`config.mk`:
```
export PLATFORM = sky130hd
export DESIGN_NAME = hazard_sched_flat
export DESIGN_NICKNAME = d
export VERILOG_FILES = /design/src/rtl/hazard_sched_if.sv /design/src/rtl/hazard_sched.sv /design/src/flat_wrapper.sv
export SDC_FILE = /design/constraint.sdc
export NUM_CORES = 1
export LEC_CHECK = 0
export ABC_AREA = 1
export CAP_MARGIN = 30
export CORE_MARGIN = 4
export CORE_UTILIZATION = 24
export DETAILED_ROUTE_END_ITERATION = 8
export PLACE_DENSITY = 0.53
export SETUP_SLACK_MARGIN = 0.02
export SYNTH_ARGS = -nofsm -noshare
export SYNTH_HDL_FRONTEND = slang
export SYNTH_SLANG_ARGS = --single-unit
export TNS_END_PERCENT = 5
```
`constraint.sdc`:
```
create_clock -name clock -period 2.7 [get_ports clock]
set_input_delay 0.54 -clock clock [delete_from_list [all_inputs] [get_ports clock]]
set_output_delay 0.54 -clock clock [all_outputs]
set_load 0.02 [all_outputs]
```
`src/rtl/hazard_sched_if.sv`:
```
// Handshake bundle between decode control and the hazard scheduler.
// Decode drives the ID view and redirect; the scheduler drives pipe controls.
interface hazard_sched_if #(
  parameter int unsigned CNT_W = 16
);
  logic             id_valid;
  logic [4:0]       id_rs1;
  logic [4:0]       id_rs2;
  logic             id_use_rs1;
  logic             id_use_rs2;
  logic [4:0]       id_rd;
  logic             id_reg_en;
  logic             id_is_load;
  logic             ex_redirect;
  logic             pc_stall;
  logic             ifid_stall;
  logic             idex_bubble;
  logic             ifid_flush;
  logic [1:0]       fwd_a;
  logic [1:0]       fwd_b;
  logic [1:0]       state;
  logic [CNT_W-1:0] stall_cnt;
  logic [CNT_W-1:0] flush_cnt;

  modport master (
    output id_valid, id_rs1, id_rs2,
    output id_use_rs1, id_use_rs2,
    output id_rd, id_reg_en, id_is_load,
    output ex_redirect,
    input  pc_stall, ifid_stall,
    input  idex_bubble, ifid_flush,
    input  fwd_a, fwd_b, state,
    input  stall_cnt, flush_cnt
  );

  modport slave (
    input  id_valid, id_rs1, id_rs2,
    input  id_use_rs1, id_use_rs2,
    input  id_rd, id_reg_en, id_is_load,
    input  ex_redirect,
    output pc_stall, ifid_stall,
    output idex_bubble, ifid_flush,
    output fwd_a, fwd_b, state,
    output stall_cnt, flush_cnt
  );
endinterface

```
`src/rtl/hazard_sched.sv`:
```
// Hazard scheduler: RAW detection over EX/MEM/WB slots, stall/flush
// sequencing, forwarding selects and saturating lost-cycle counters.
module hazard_sched #(
  parameter bit          FORWARDING   = 1'b1,
  parameter int unsigned FLUSH_CYCLES = 2,
  parameter int unsigned CNT_W        = 16
) (
  input logic           clock,
  input logic           reset_n,
  hazard_sched_if.slave hs
);

  typedef enum logic [1:0] {
    RUN   = 2'b00,
    STALL = 2'b01,
    FLUSH = 2'b10
  } st_e;

  typedef struct packed {
    logic       v;
    logic [4:0] rd;
  } slot_t;

  localparam logic [2:0] FLOAD = 3'(FLUSH_CYCLES - 1);

  function automatic logic match(input slot_t s, input logic [4:0] r);
    return s.v && (s.rd == r) && (r != 5'd0);
  endfunction

  slot_t            ex_q, mem_q, wb_q, ex_d;
  logic             ex_ld_q, ex_ld_d;
  st_e              st_q;
  logic [2:0]       fcnt_q;
  logic [1:0]       fa_q, fb_q, fa_d, fb_d;
  logic [CNT_W-1:0] sc_q, fc_q;

  logic m1_ex, m1_mem, m1_wb;
  logic m2_ex, m2_mem, m2_wb;
  logic hazard, redirect, flushing;
  logic stall, bubble, flush;

  assign m1_ex  = hs.id_use_rs1 && match(ex_q,  hs.id_rs1);
  assign m1_mem = hs.id_use_rs1 && match(mem_q, hs.id_rs1);
  assign m1_wb  = hs.id_use_rs1 && match(wb_q,  hs.id_rs1);
  assign m2_ex  = hs.id_use_rs2 && match(ex_q,  hs.id_rs2);
  assign m2_mem = hs.id_use_rs2 && match(mem_q, hs.id_rs2);
  assign m2_wb  = hs.id_use_rs2 && match(wb_q,  hs.id_rs2);

  // With forwarding only a load still in EX cannot supply its result in time.
  assign hazard = FORWARDING
    ? (ex_ld_q && (m1_ex || m2_ex))
    : (m1_ex || m1_mem || m1_wb ||
       m2_ex || m2_mem || m2_wb);

  assign redirect = hs.ex_redirect;
  assign flushing = (st_q == FLUSH) && (fcnt_q != 3'd0);
  assign stall    = hazard && !redirect && (st_q != FLUSH);
  assign flush    = redirect || flushing;
  assign bubble   = flush || stall;

  assign hs.pc_stall    = stall;
  assign hs.ifid_stall  = stall;
  assign hs.idex_bubble = bubble;
  assign hs.ifid_flush  = flush;
  assign hs.fwd_a       = fa_q;
  assign hs.fwd_b       = fb_q;
  assign hs.state       = st_q;
  assign hs.stall_cnt   = sc_q;
  assign hs.flush_cnt   = fc_q;

  always_comb begin
    ex_d    = '0;
    ex_ld_d = 1'b0;
    fa_d    = 2'b00;
    fb_d    = 2'b00;
    if (hs.id_valid && !bubble) begin
      ex_d.v  = hs.id_reg_en && (hs.id_rd != 5'd0);
      ex_d.rd = hs.id_rd;
      ex_ld_d = hs.id_is_load;
    end
    if (FORWARDING && !bubble) begin
      fa_d = m1_ex ? 2'b01 : m1_mem ? 2'b10 : 2'b00;
      fb_d = m2_ex ? 2'b01 : m2_mem ? 2'b10 : 2'b00;
    end
  end

  always_ff @(posedge clock or negedge reset_n) begin
    if (!reset_n) begin
      ex_q    <= '0;
      mem_q   <= '0;
      wb_q    <= '0;
      ex_ld_q <= 1'b0;
      fa_q    <= 2'b00;
      fb_q    <= 2'b00;
    end else begin
      wb_q    <= mem_q;
      mem_q   <= ex_q;
      ex_q    <= ex_d;
      ex_ld_q <= ex_ld_d;
      fa_q    <= fa_d;
      fb_q    <= fb_d;
    end
  end

  always_ff @(posedge clock or negedge reset_n) begin
    if (!reset_n) begin
      st_q   <= RUN;
      fcnt_q <= 3'd0;
    end else if (redirect) begin
      fcnt_q <= FLOAD;
      st_q   <= (FLOAD != 3'd0) ? FLUSH : RUN;
    end else if (st_q == FLUSH) begin
      fcnt_q <= (fcnt_q != 3'd0) ? fcnt_q - 3'd1 : 3'd0;
      st_q   <= (fcnt_q > 3'd1) ? FLUSH : RUN;
    end else begin
      fcnt_q <= 3'd0;
      st_q   <= hazard ? STALL : RUN;
    end
  end

  always_ff @(posedge clock or negedge reset_n) begin
    if (!reset_n) begin
      sc_q <= '0;
      fc_q <= '0;
    end else begin
      if (stall && (sc_q != '1))
        sc_q <= sc_q + 1'b1;
      if (flush && (fc_q != '1))
        fc_q <= fc_q + 1'b1;
    end
  end

endmodule
```
`src/flat_wrapper.sv`:
```
// flat-port wrapper written by rule: the top's interface ports become plain ports
module hazard_sched_flat 
#(
  parameter bit          FORWARDING   = 1'b1,
  parameter int unsigned FLUSH_CYCLES = 2,
  parameter int unsigned CNT_W        = 16
)
  (clock, reset_n, hs_id_valid, hs_id_rs1, hs_id_rs2, hs_id_use_rs1, hs_id_use_rs2, hs_id_rd, hs_id_reg_en, hs_id_is_load, hs_ex_redirect, hs_pc_stall, hs_ifid_stall, hs_idex_bubble, hs_ifid_flush, hs_fwd_a, hs_fwd_b, hs_state, hs_stall_cnt, hs_flush_cnt);
  hazard_sched_if #(.CNT_W(CNT_W)) hs_i ();
  input logic clock;
  input logic reset_n;
  input wire logic [$bits(hs_i.id_valid)-1:0] hs_id_valid;
  input wire logic [$bits(hs_i.id_rs1)-1:0] hs_id_rs1;
  input wire logic [$bits(hs_i.id_rs2)-1:0] hs_id_rs2;
  input wire logic [$bits(hs_i.id_use_rs1)-1:0] hs_id_use_rs1;
  input wire logic [$bits(hs_i.id_use_rs2)-1:0] hs_id_use_rs2;
  input wire logic [$bits(hs_i.id_rd)-1:0] hs_id_rd;
  input wire logic [$bits(hs_i.id_reg_en)-1:0] hs_id_reg_en;
  input wire logic [$bits(hs_i.id_is_load)-1:0] hs_id_is_load;
  input wire logic [$bits(hs_i.ex_redirect)-1:0] hs_ex_redirect;
  output wire logic [$bits(hs_i.pc_stall)-1:0] hs_pc_stall;
  output wire logic [$bits(hs_i.ifid_stall)-1:0] hs_ifid_stall;
  output wire logic [$bits(hs_i.idex_bubble)-1:0] hs_idex_bubble;
  output wire logic [$bits(hs_i.ifid_flush)-1:0] hs_ifid_flush;
  output wire logic [$bits(hs_i.fwd_a)-1:0] hs_fwd_a;
  output wire logic [$bits(hs_i.fwd_b)-1:0] hs_fwd_b;
  output wire logic [$bits(hs_i.state)-1:0] hs_state;
  output wire logic [$bits(hs_i.stall_cnt)-1:0] hs_stall_cnt;
  output wire logic [$bits(hs_i.flush_cnt)-1:0] hs_flush_cnt;
  assign hs_i.id_valid = hs_id_valid;
  assign hs_i.id_rs1 = hs_id_rs1;
  assign hs_i.id_rs2 = hs_id_rs2;
  assign hs_i.id_use_rs1 = hs_id_use_rs1;
  assign hs_i.id_use_rs2 = hs_id_use_rs2;
  assign hs_i.id_rd = hs_id_rd;
  assign hs_i.id_reg_en = hs_id_reg_en;
  assign hs_i.id_is_load = hs_id_is_load;
  assign hs_i.ex_redirect = hs_ex_redirect;
  assign hs_pc_stall = hs_i.pc_stall;
  assign hs_ifid_stall = hs_i.ifid_stall;
  assign hs_idex_bubble = hs_i.idex_bubble;
  assign hs_ifid_flush = hs_i.ifid_flush;
  assign hs_fwd_a = hs_i.fwd_a;
  assign hs_fwd_b = hs_i.fwd_b;
  assign hs_state = hs_i.state;
  assign hs_stall_cnt = hs_i.stall_cnt;
  assign hs_flush_cnt = hs_i.flush_cnt;
  hazard_sched #(.FORWARDING(FORWARDING), .FLUSH_CYCLES(FLUSH_CYCLES), .CNT_W(CNT_W)) u_core (.clock(clock), .reset_n(reset_n), .hs(hs_i));
endmodule
```
Word level (Yosys, flattened, before mapping)
Cells that the tools add are included.
{"block": "totals", "output_inout_bits": 42, "in_bits": 23, "ff_bits": 54}
{"block": "classes", "magnitude_cmp": 1, "muxes": 15, "reduce_logical": 29, "eq_ne": 8, "add_sub_neg": 3}
{"operator": "adder 16 x 1 -> 16 bit (second input constant)", "count": 2}
{"operator": "inequality test 16 bit (second input constant)", "count": 2}
{"operator": "equality test 5 bit", "count": 4}
{"operator": "logical AND 1 bit", "count": 20}
{"operator": "two-way mux 2 bit", "count": 9}
{"operator": "nonzero test 5 bit", "count": 3}
{"operator": "two-way mux 3 bit", "count": 3}
{"operator": "two-way mux 6 bit", "count": 1}
{"operator": "> comparator 3 x 1 -> 1 bit (second input constant)", "count": 1}
{"operator": "logical OR 1 bit", "count": 3}
{"operator": "nonzero test 3 bit", "count": 1}
{"operator": "subtractor 3 x 1 -> 3 bit (second input constant)", "count": 1}
{"operator": "equality test 2 bit (second input constant)", "count": 1}
{"operator": "zero test 1 bit", "count": 2}
{"operator": "two-way mux 1 bit", "count": 2}
{"operator": "inequality test 2 bit (second input constant)", "count": 1}

Longest topological paths before layout
Gate-level depths: netlist of the first run.
{"block": "logic_depth", "ltp_word": 12, "mapped_depth": 11, "mapped_depth_nobuf": 11}

Least setup slack after synthesis of the first run
Ideal clock, no wire load.
{"block": "synth_timing", "kind": "input port to output port", "from": "input port hs_id_rs1[1]", "to": "output port hs_pc_stall", "arrival_time_ps": 1505, "stages": 9, "path_slack_ps": 655, "required_ps": 2160, "path_cell_list": "inv_1 nand2_1 nand3_1 nor2_1 nand3_2 nand2_4 nand2_4 inv_1 buf_4"}
{"block": "synth_via", "elab_chain_cells": 8, "word_cells_on_any_way": 9}
{"element": "from (decl)", "line_no": "flat_wrapper.sv:13", "text": "input wire logic [$bits(hs_i.id_rs1)-1:0] hs_id_rs1;"}
{"element": "equality test 5 bit", "line_no": "hazard_sched.sv:27", "text": "return s.v && (s.rd == r) && (r != 5'd0);"}
{"element": "logical AND 1 bit", "line_no": "hazard_sched.sv:27"}
{"element": "logical AND 1 bit (*)", "line_no": "hazard_sched.sv:27"}
{"element": "logical AND 1 bit (*)", "line_no": "hazard_sched.sv:42", "text": "assign m1_ex = hs.id_use_rs1 && match(ex_q, hs.id_rs1);"}
{"element": "logical OR 1 bit (*)", "line_no": "hazard_sched.sv:51", "text": "? (ex_ld_q && (m1_ex || m2_ex))"}
{"element": "logical AND 1 bit (*)", "line_no": "hazard_sched.sv:51"}
{"element": "logical AND 1 bit (*) (2 in series)", "line_no": "hazard_sched.sv:57", "text": "assign stall = hazard && !redirect && (st_q != FLUSH);"}
{"element": "to (decl)", "line_no": "flat_wrapper.sv:21", "text": "output wire logic [$bits(hs_i.pc_stall)-1:0] hs_pc_stall;"}
Every way passes the cells marked *; elsewhere a longest branch is shown, timed or not.

Worst setup path in the final report of the first run
{"block": "layout_timing", "from": "input port hs_ex_redirect", "to": "output port hs_ifid_flush"}
{"block": "layout_via", "elab_chain_cells": 1}
{"element": "from (decl)", "line_no": "flat_wrapper.sv:20", "text": "input wire logic [$bits(hs_i.ex_redirect)-1:0] hs_ex_redirect;"}
{"element": "logical OR 1 bit", "line_no": "hazard_sched.sv:58", "text": "assign flush = redirect || flushing;"}
{"element": "to (decl)", "line_no": "flat_wrapper.sv:24", "text": "output wire logic [$bits(hs_i.ifid_flush)-1:0] hs_ifid_flush;"}
No other way between the ends.

==> qor.yml, run 1 <==
synthesis:
  synthesis.area_um2: 2928
  synth.area.top_cells: "dfrtp_1 46%, nand2_1 9.7%, inv_1 7.1%, nor2_1 6.3%, xor2_1 4.5%"
  ys_ff_latch: 54
  syn_nets: 390
  netlist_instances: 363
  synth_top_area_share_pct: 46.15
  synth.largest_area_cell: "dfrtp_1"
  yosysWarnings: 0
  synth.distinct_cells: 33
  syn_area_per_cell_um2: 8.066
  ys_seq_area_share_pct: 46.15
layout:
  antenna_cells: 0
  multi_input_area_um2: 1325
  seqCellArea_um2: 1351
  layout_commonest_cell: "nand2_1"
  finalInstanceArea_um2: 4009
  layout.cells.non_filler: 597
  mostFrequentLayoutCells: "76 x nand2_1, 60 x clkdlybuf4s50_1, 55 x inv_1, 54 x dfrtp_1, 49 x nor2_1"
  fillers: 1248
  final_nets: 476
  drive_gt1_share_pct: 14.00
  areaGrowthSynthToFinish_pct: 36.92
worst_setup_path:
  path_common_cell: "clkdlybuf4s50_1"
  start_kind: "input port"
  worst_path_max_delay_cell: "clkdlybuf4s50_1"
  cp_num_buf_inv: 4
  crit_path_max_fanout: 3
  cp-end-kind: "output pin"
  path_cells: "clkdlybuf4s50_1 -> buf_4 -> nor2_2 -> inv_2 -> clkdlybuf4s50_1"
  critical-path-top-delay-family: "buffers and inverters"
  crit_arrival_ns: 1.96
  cpPeakStageDelay_ns: 0.54
  required_ns: 2.16
  path_class: "input port to output pin"
outcome:
  status: "completed"
clocking:
  clockBufferDepth: 2
  hold_buffers: 0
  h-tree-depth: 2
  path_clk_slew_ns: 0.07
  clkSinkCount: 54
  clock_latency_ns: 0.29
  cts_root_buf: "clkbuf_16"
  cts_tree: "done"
  postCtsSetupRepairBufs: 0
  cts_made_buffers: 5
routing:
  drc_errors: 0
  route.vias.total: 2588
  ant_nets: 0
  drt-total-wl_um: 7149
  drt-pass1-iter-count: 4
  drt_iter0_drc: 135
  via_per_inst: 4.335
  wire_per_inst_um: 11.97
global_routing:
  grt_pass1_vias: 2593
  grt_overflow_total: 0
  grt_max_degree: 55
  track_usage_pct: 10.24
  antenna_found_initial: 0
  grt_pass1_wl_um: 11980
power:
  peakVddDrop_uv: 424.5
  leakage_nw: 1.936
  p_per_area_nw_per_um2: 552.7
  total_power_mw: 2.216
placed_design:
  place_ws_ns: -0.1998
  portBuffers: 64
  dp_hpwl_um: 5481
  routabilityCongestion: 0.8382
  dp.cells: 589
  place_area_um2: 3872
sta:
  rsz0062_at_grt: "false"
  max_freq_mhz: 399.4
  setup_viol: 0
  worst_pin_slew_ns: 0.5151
  fin_crit_ns: 2.504
  hold_ws_ns: 0.2146
  fin_skew_ns: 0.009431
  period_share_pct: 92.74
  slew_violations: 0
  slew-limit-headroom_pct: 65.37
  setup_ws_ns: 0.1961
  finalHoldViolations: 0
worst_hold_path:
  hp-class: "input port to asynchronous set/reset pin"
floorplanning:
  die_x_um: 118.5
  initial_core_util_pct: 24.48
  core_um2: 11960
  fp.dieH_um: 118.5
  io_pins: 65
  die_area_um2: 14030
  rows: 40
flow_run:
  cap_violations: 0
per-layer routing:
layer  wire length, um  GRT usage, %  share of wire, %  vias up
met1              3281         12.71                46     1204
met5                 0             0                 0        -
li1                  -             -                 -     1315
met3               409         2.871               5.7       10
met4               105         3.114               1.5        0
met2              3353         17.29                47       59
what timing repair did:
action / in CTS / in global routing
gates resized for setup: 3 / 6
endpoints found under the hold margin: 0 / 0
setup endpoints to repair: 3 / 3
registers in the layout, summed over array words and instances (netlist names):
register and cells:
u_core.hs.flush_cnt 16, u_core.hs.stall_cnt 16, u_core.ex_q 6, u_core.mem_q 6, u_core.fcnt_q 3, u_core.hs.fwd_a 2
u_core.hs.fwd_b 2, u_core.hs.state 2, u_core.ex_ld_q 1
report_power, final:
part | internal (mW) | total [mW] | switching [mW]
clock | 0.368 | 0.663 | 0.295
sequential | 0.892 | 0.990 | 0.0979
combinational | 0.256 | 0.563 | 0.307
total | 1.52 | 2.22 | 0.699
cells by family (layout without fill, tap and decap cells):
family	count (synthesis)	count (layout)	share of synthesized area, %
buf+inv	66	153	8.590
compound gates	25	25	4.872
simple gates	194	194	32.69
fa+ha+maj	4	4	1.709
xor+xnor	20	20	5.983
flops	54	54	46.15
Yosys cell counts:
| cell | n |
|---|---|
| a2111oi_0 | 1 |
| a21oi_1 | 3 |
| a221oi_1 | 1 |
| a31oi_1 | 1 |
| buf_4 | 1 |
| dfrtp_1 | 54 |
| ha_1 | 4 |
| inv_1 | 55 |
| inv_2 | 10 |
| nand2_1 | 76 |
| nand2_2 | 1 |
| nand2_4 | 3 |
| nand3_1 | 17 |
| nand3_2 | 4 |
| nand3_4 | 1 |
| nand3b_1 | 1 |
| nand4_1 | 15 |
| nand4_2 | 1 |
| nor2_1 | 49 |
| nor2_2 | 7 |
| nor2_4 | 3 |
| nor3_1 | 8 |
| nor3_2 | 3 |
| nor4_1 | 1 |
| nor4_2 | 2 |
| o2111ai_1 | 1 |
| o211ai_1 | 1 |
| o21ai_0 | 11 |
| o21ai_1 | 4 |
| o22ai_1 | 2 |
| or2_1 | 2 |
| xnor2_1 | 5 |
| xor2_1 | 15 |
stage by stage:
step | utilization [%] | TNS [ns]
6_report | 33.51 | 0
5_1_grt | 33.51 | 0
4_1_cts | 33.61 | 0
3_5_place_dp | 32.37 | -0.5442
3_3_place_gp | 32.37 | -0.4937
2_1_floorplan | - | 0
final timing paths:
check                                                   start                                   to  slack [ns]  cells past startpoint
max                                            hs_ex_redirect                        hs_ifid_flush        0.20                      5
min                                                   reset_n  u_core.hs.flush_cnt[10]$_DFFE_PN0P_        0.21                      2
max reg2reg                u_core.hs.flush_cnt[0]$_DFFE_PN0P_   u_core.hs.flush_cnt[7]$_DFFE_PN0P_        1.01                      8
min reg2reg                          u_core.ex_q[5]$_DFF_PN0_            u_core.mem_q[5]$_DFF_PN0_        0.42                      0
max in group asynchronous                             reset_n   u_core.hs.stall_cnt[0]$_DFFE_PN0P_        2.22                      2
min in group clock                   u_core.ex_q[5]$_DFF_PN0_            u_core.mem_q[5]$_DFF_PN0_        0.42                      0
layout make-up:
cell class              count  share of cell area, %
inverters                  65                  6.086
multi-input cells         243                  33.05
flip-flops and latches     54                  33.71
clock buffers               6                  3.464
well taps                 147                  4.588
repair buffers             80                  18.79
clock inverters             2                 0.3121
Power figures use the tool's default switching activity.
==> inputs of run 2 (changes only) <==
--- a/config.mk
+++ b/config.mk
@@ -5,12 +5,11 @@
 export SDC_FILE = /design/constraint.sdc
 export NUM_CORES = 1
 export LEC_CHECK = 0
-export ABC_AREA = 1
 export CAP_MARGIN = 30
 export CORE_MARGIN = 4
 export CORE_UTILIZATION = 24
 export DETAILED_ROUTE_END_ITERATION = 8
-export PLACE_DENSITY = 0.53
+export PLACE_DENSITY = 0.54
 export SETUP_SLACK_MARGIN = 0.02
 export SYNTH_ARGS = -nofsm -noshare
 export SYNTH_HDL_FRONTEND = slang
==> run 2 against run 1 <==
Count of clock-buffer cells in the layout decreased by 1. Sequential share of layout area increased by 2.7 points. Clock power decreased by 32%. Combinational power decreased by 16%. First-iteration DRC count decreased by 61%. Global-route usage increased by 0.30 points. Hold slack got worse by 0.12 ns. Area after synthesis decreased by 11%. Register-to-register slack got worse by 0.53 ns. Synthesized cell count decreased by 36%. Critical path depth increased by 3. Core utilization increased by 2.1 points.
==> qor.yml, run 2 <==
outcome:
  status: "completed"
floorplanning:
  initial_core_util_pct: 24.88
  fp.dieH_um: 111.9
  io_pins: 65
  die_x_um: 111.9
  core_um2: 10420
  rows: 37
  die_area_um2: 12520
global_routing:
  grt_max_degree: 29
  antenna_found_initial: 0
  track_usage_pct: 10.54
  grt_pass1_vias: 2134
  grt_pass1_wl_um: 10860
  grt_overflow_total: 0
synthesis:
  syn_area_per_cell_um2: 11.22
  synth_top_area_share_pct: 52.15
  synth.area.top_cells: "dfrtp_1 52%, xnor2_1 8.5%, xor2_1 6.8%, and3_1 3.4%, nand4_1 3.4%"
  ys_seq_area_share_pct: 52.15
  synth_edf_count: 0
  ys_ff_latch: 54
  syn_nets: 258
  synthesis.area_um2: 2591
  synth.distinct_cells: 44
  yosysMostFrequentCell: "dfrtp_1"
  ys_top_cells_by_count: "54 x dfrtp_1, 25 x xnor2_1, 20 x xor2_1"
  synth.largest_area_cell: "dfrtp_1"
  async_flop_share_pct: 100.0
  yosysWarnings: 0
  synth_ff_type: "dfrtp_1"
  netlist_instances: 231
layout:
  final_nets: 355
  layout.cells.non_filler: 465
  areaGrowthSynthToFinish_pct: 43.31
  drive_gt1_share_pct: 20.36
  mostFrequentLayoutCells: "54 x dfrtp_1, 52 x clkdlybuf4s50_1, 31 x buf_4, 25 x xnor2_1, 20 x xor2_1"
  seqCellArea_um2: 1351
  fillers: 1075
  layout_commonest_cell: "dfrtp_1"
  multi_input_area_um2: 1224
  finalInstanceArea_um2: 3714
  antenna_cells: 0
routing:
  wire_per_inst_um: 13.55
  drt-pass1-iter-count: 6
  wl_met2_um: 3152
  drc_errors: 0
  drt-total-wl_um: 6303
  wl_met1_um: 2817
  route.vias.total: 2018
  via_per_inst: 4.340
  ant_nets: 0
  routed.top_layer: "met4"
  route.met3.wl_um: 243
  drt_iter0_drc: 52
worst_setup_path:
  rr_worst_depth: 8
  crit_start: "hs_id_rs1[2]"
  rrSetupSlack_ns: 0.48
  path_cells: "dlygate4sd2_1 -> or4_4 -> o21ai_4 -> nand4b_4 -> a21oi_4 -> nor2_4 -> inv_1 -> buf_4"
  critical-path-top-delay-family: "simple AND/OR/NAND/NOR gates"
  start_kind: "input port"
  cpPeakStageDelay_ns: 0.54
  rr_endpoint: "u_core.hs.stall_cnt[4]$_DFFE_PN0P_"
  required_ns: 2.16
  worst_path_max_delay_cell: "or4_4"
  crit_arrival_ns: 2.07
  crit_path_max_fanout: 4
  cp_num_buf_inv: 3
  cp.depth: 8
  path_class: "input port to output pin"
  r2r_start: "u_core.ex_q[1]$_DFF_PN0_"
  cp-end-kind: "output pin"
  critPathCapture: "hs_idex_bubble"
clocking:
  cts_tree: "done"
  cts_made_buffers: 5
  cts_root_buf: "clkbuf_8"
  h-tree-depth: 2
  hold_buffers: 0
  clock_latency_ns: 0.31
  path_clk_slew_ns: 0.09
  clockBufferDepth: 2
  clkSinkCount: 54
sta:
  setup_viol: 0
  period_share_pct: 96.54
  slew-limit-headroom_pct: 75.63
  fin_skew_ns: 0.006976
  rsz0062_at_grt: "false"
  fin_crit_ns: 2.607
  max_freq_mhz: 383.6
  finalHoldViolations: 0
  worst_pin_slew_ns: 0.3642
  slew_violations: 0
  setup_tns_ns: 0
  setup_ws_ns: 0.09343
worst_hold_path:
  hp-class: "input port to asynchronous set/reset pin"
flow_run:
  cap_violations: 0
placed_design:
  place_area_um2: 3565
  dp.cells: 453
  dp_hpwl_um: 4852
  place_ws_ns: -0.5627
  portBuffers: 64
  routabilityCongestion: 0.7806
power:
  p_per_area_nw_per_um2: 510.6
  total_power_mw: 1.896
  leakage_nw: 1.711
  peakVddDrop_uv: 230.9
## run 2: cell types whose count changed in the layout (fill, tap and decap cells not counted), moves of 10 or more
cell	delta
nor2_1	-35
inv_1	-46
inv_2	-10
and3_1	+14
o21ai_0	-10
xnor2_1	+20
buf_4	+16
nand2_1	-62
## run 2: how the worst min path moves through the flow
stage | from | end | slack (ns)
after floorplan | reset_n | u_core.ex_ld_q$_DFF_PN0_ | 0.24
after global placement | reset_n | u_core.hs.flush_cnt[0]$_DFFE_PN0P_ | 0.44
after detailed placement | reset_n | u_core.hs.flush_cnt[0]$_DFFE_PN0P_ | 0.44
after CTS | reset_n | u_core.hs.flush_cnt[0]$_DFFE_PN0P_ | 0.09
after global routing | reset_n | u_core.hs.flush_cnt[0]$_DFFE_PN0P_ | 0.11
final | reset_n | u_core.hs.flush_cnt[0]$_DFFE_PN0P_ | 0.1
## run 2: area by class of cell
type,count,share of cell area [%]
repair buffers,94,22.61
flip-flops and latches,54,36.39
clock inverters,3,0.5728
inverters,10,1.044
multi-input cells,163,32.95
clock buffers,5,1.853
well taps,136,4.582
## run 2: per-stage QoR
step           hold slack (ns)  util [%]
2_1_floorplan           0.2444         -
3_3_place_gp            0.4366     34.22
3_5_place_dp            0.4402     34.22
4_1_cts                0.09356     35.50
5_1_grt                 0.1083     35.65
6_report               0.09918     35.65
## run 2: power by group
group	leakage, nW	internal, mW	switching [mW]
registers	0.724	0.881	0.0897
clock network	0.0441	0.183	0.270
logic	0.943	0.241	0.232
total	1.71	1.30	0.592
## run 2: logic make-up (layout without fill, tap and decap cells)
logic type                 Yosys count  in the layout  share of synthesized area, %
AOI/OAI and AO/OA                   14             14                         4.249
xor gates and xnor gates            45             45                         15.21
adders and majority gates            4              4                         1.932
buffers and inverters               14            112                         2.559
DFF                                 54             54                         52.15
muxes                                4              4                         1.835
and+or+nand+nor                     96             96                         22.07
## run 2: repair_timing
action / 4_1_cts / 5_1_grt
pin swaps: 5 / 3
setup buffers: 3 / 1
endpoints found under the setup margin: 3 / 3
gates cloned: 0 / 0
endpoints found under the hold margin: 0 / 0
gates resized for setup: 30 / 2
## run 2: layer usage
layer	up-vias	global-route usage (%)
met5	-	0
met4	0	3.163
met3	6	2.283
met2	37	17.55
met1	978	13.71
li1	997	-
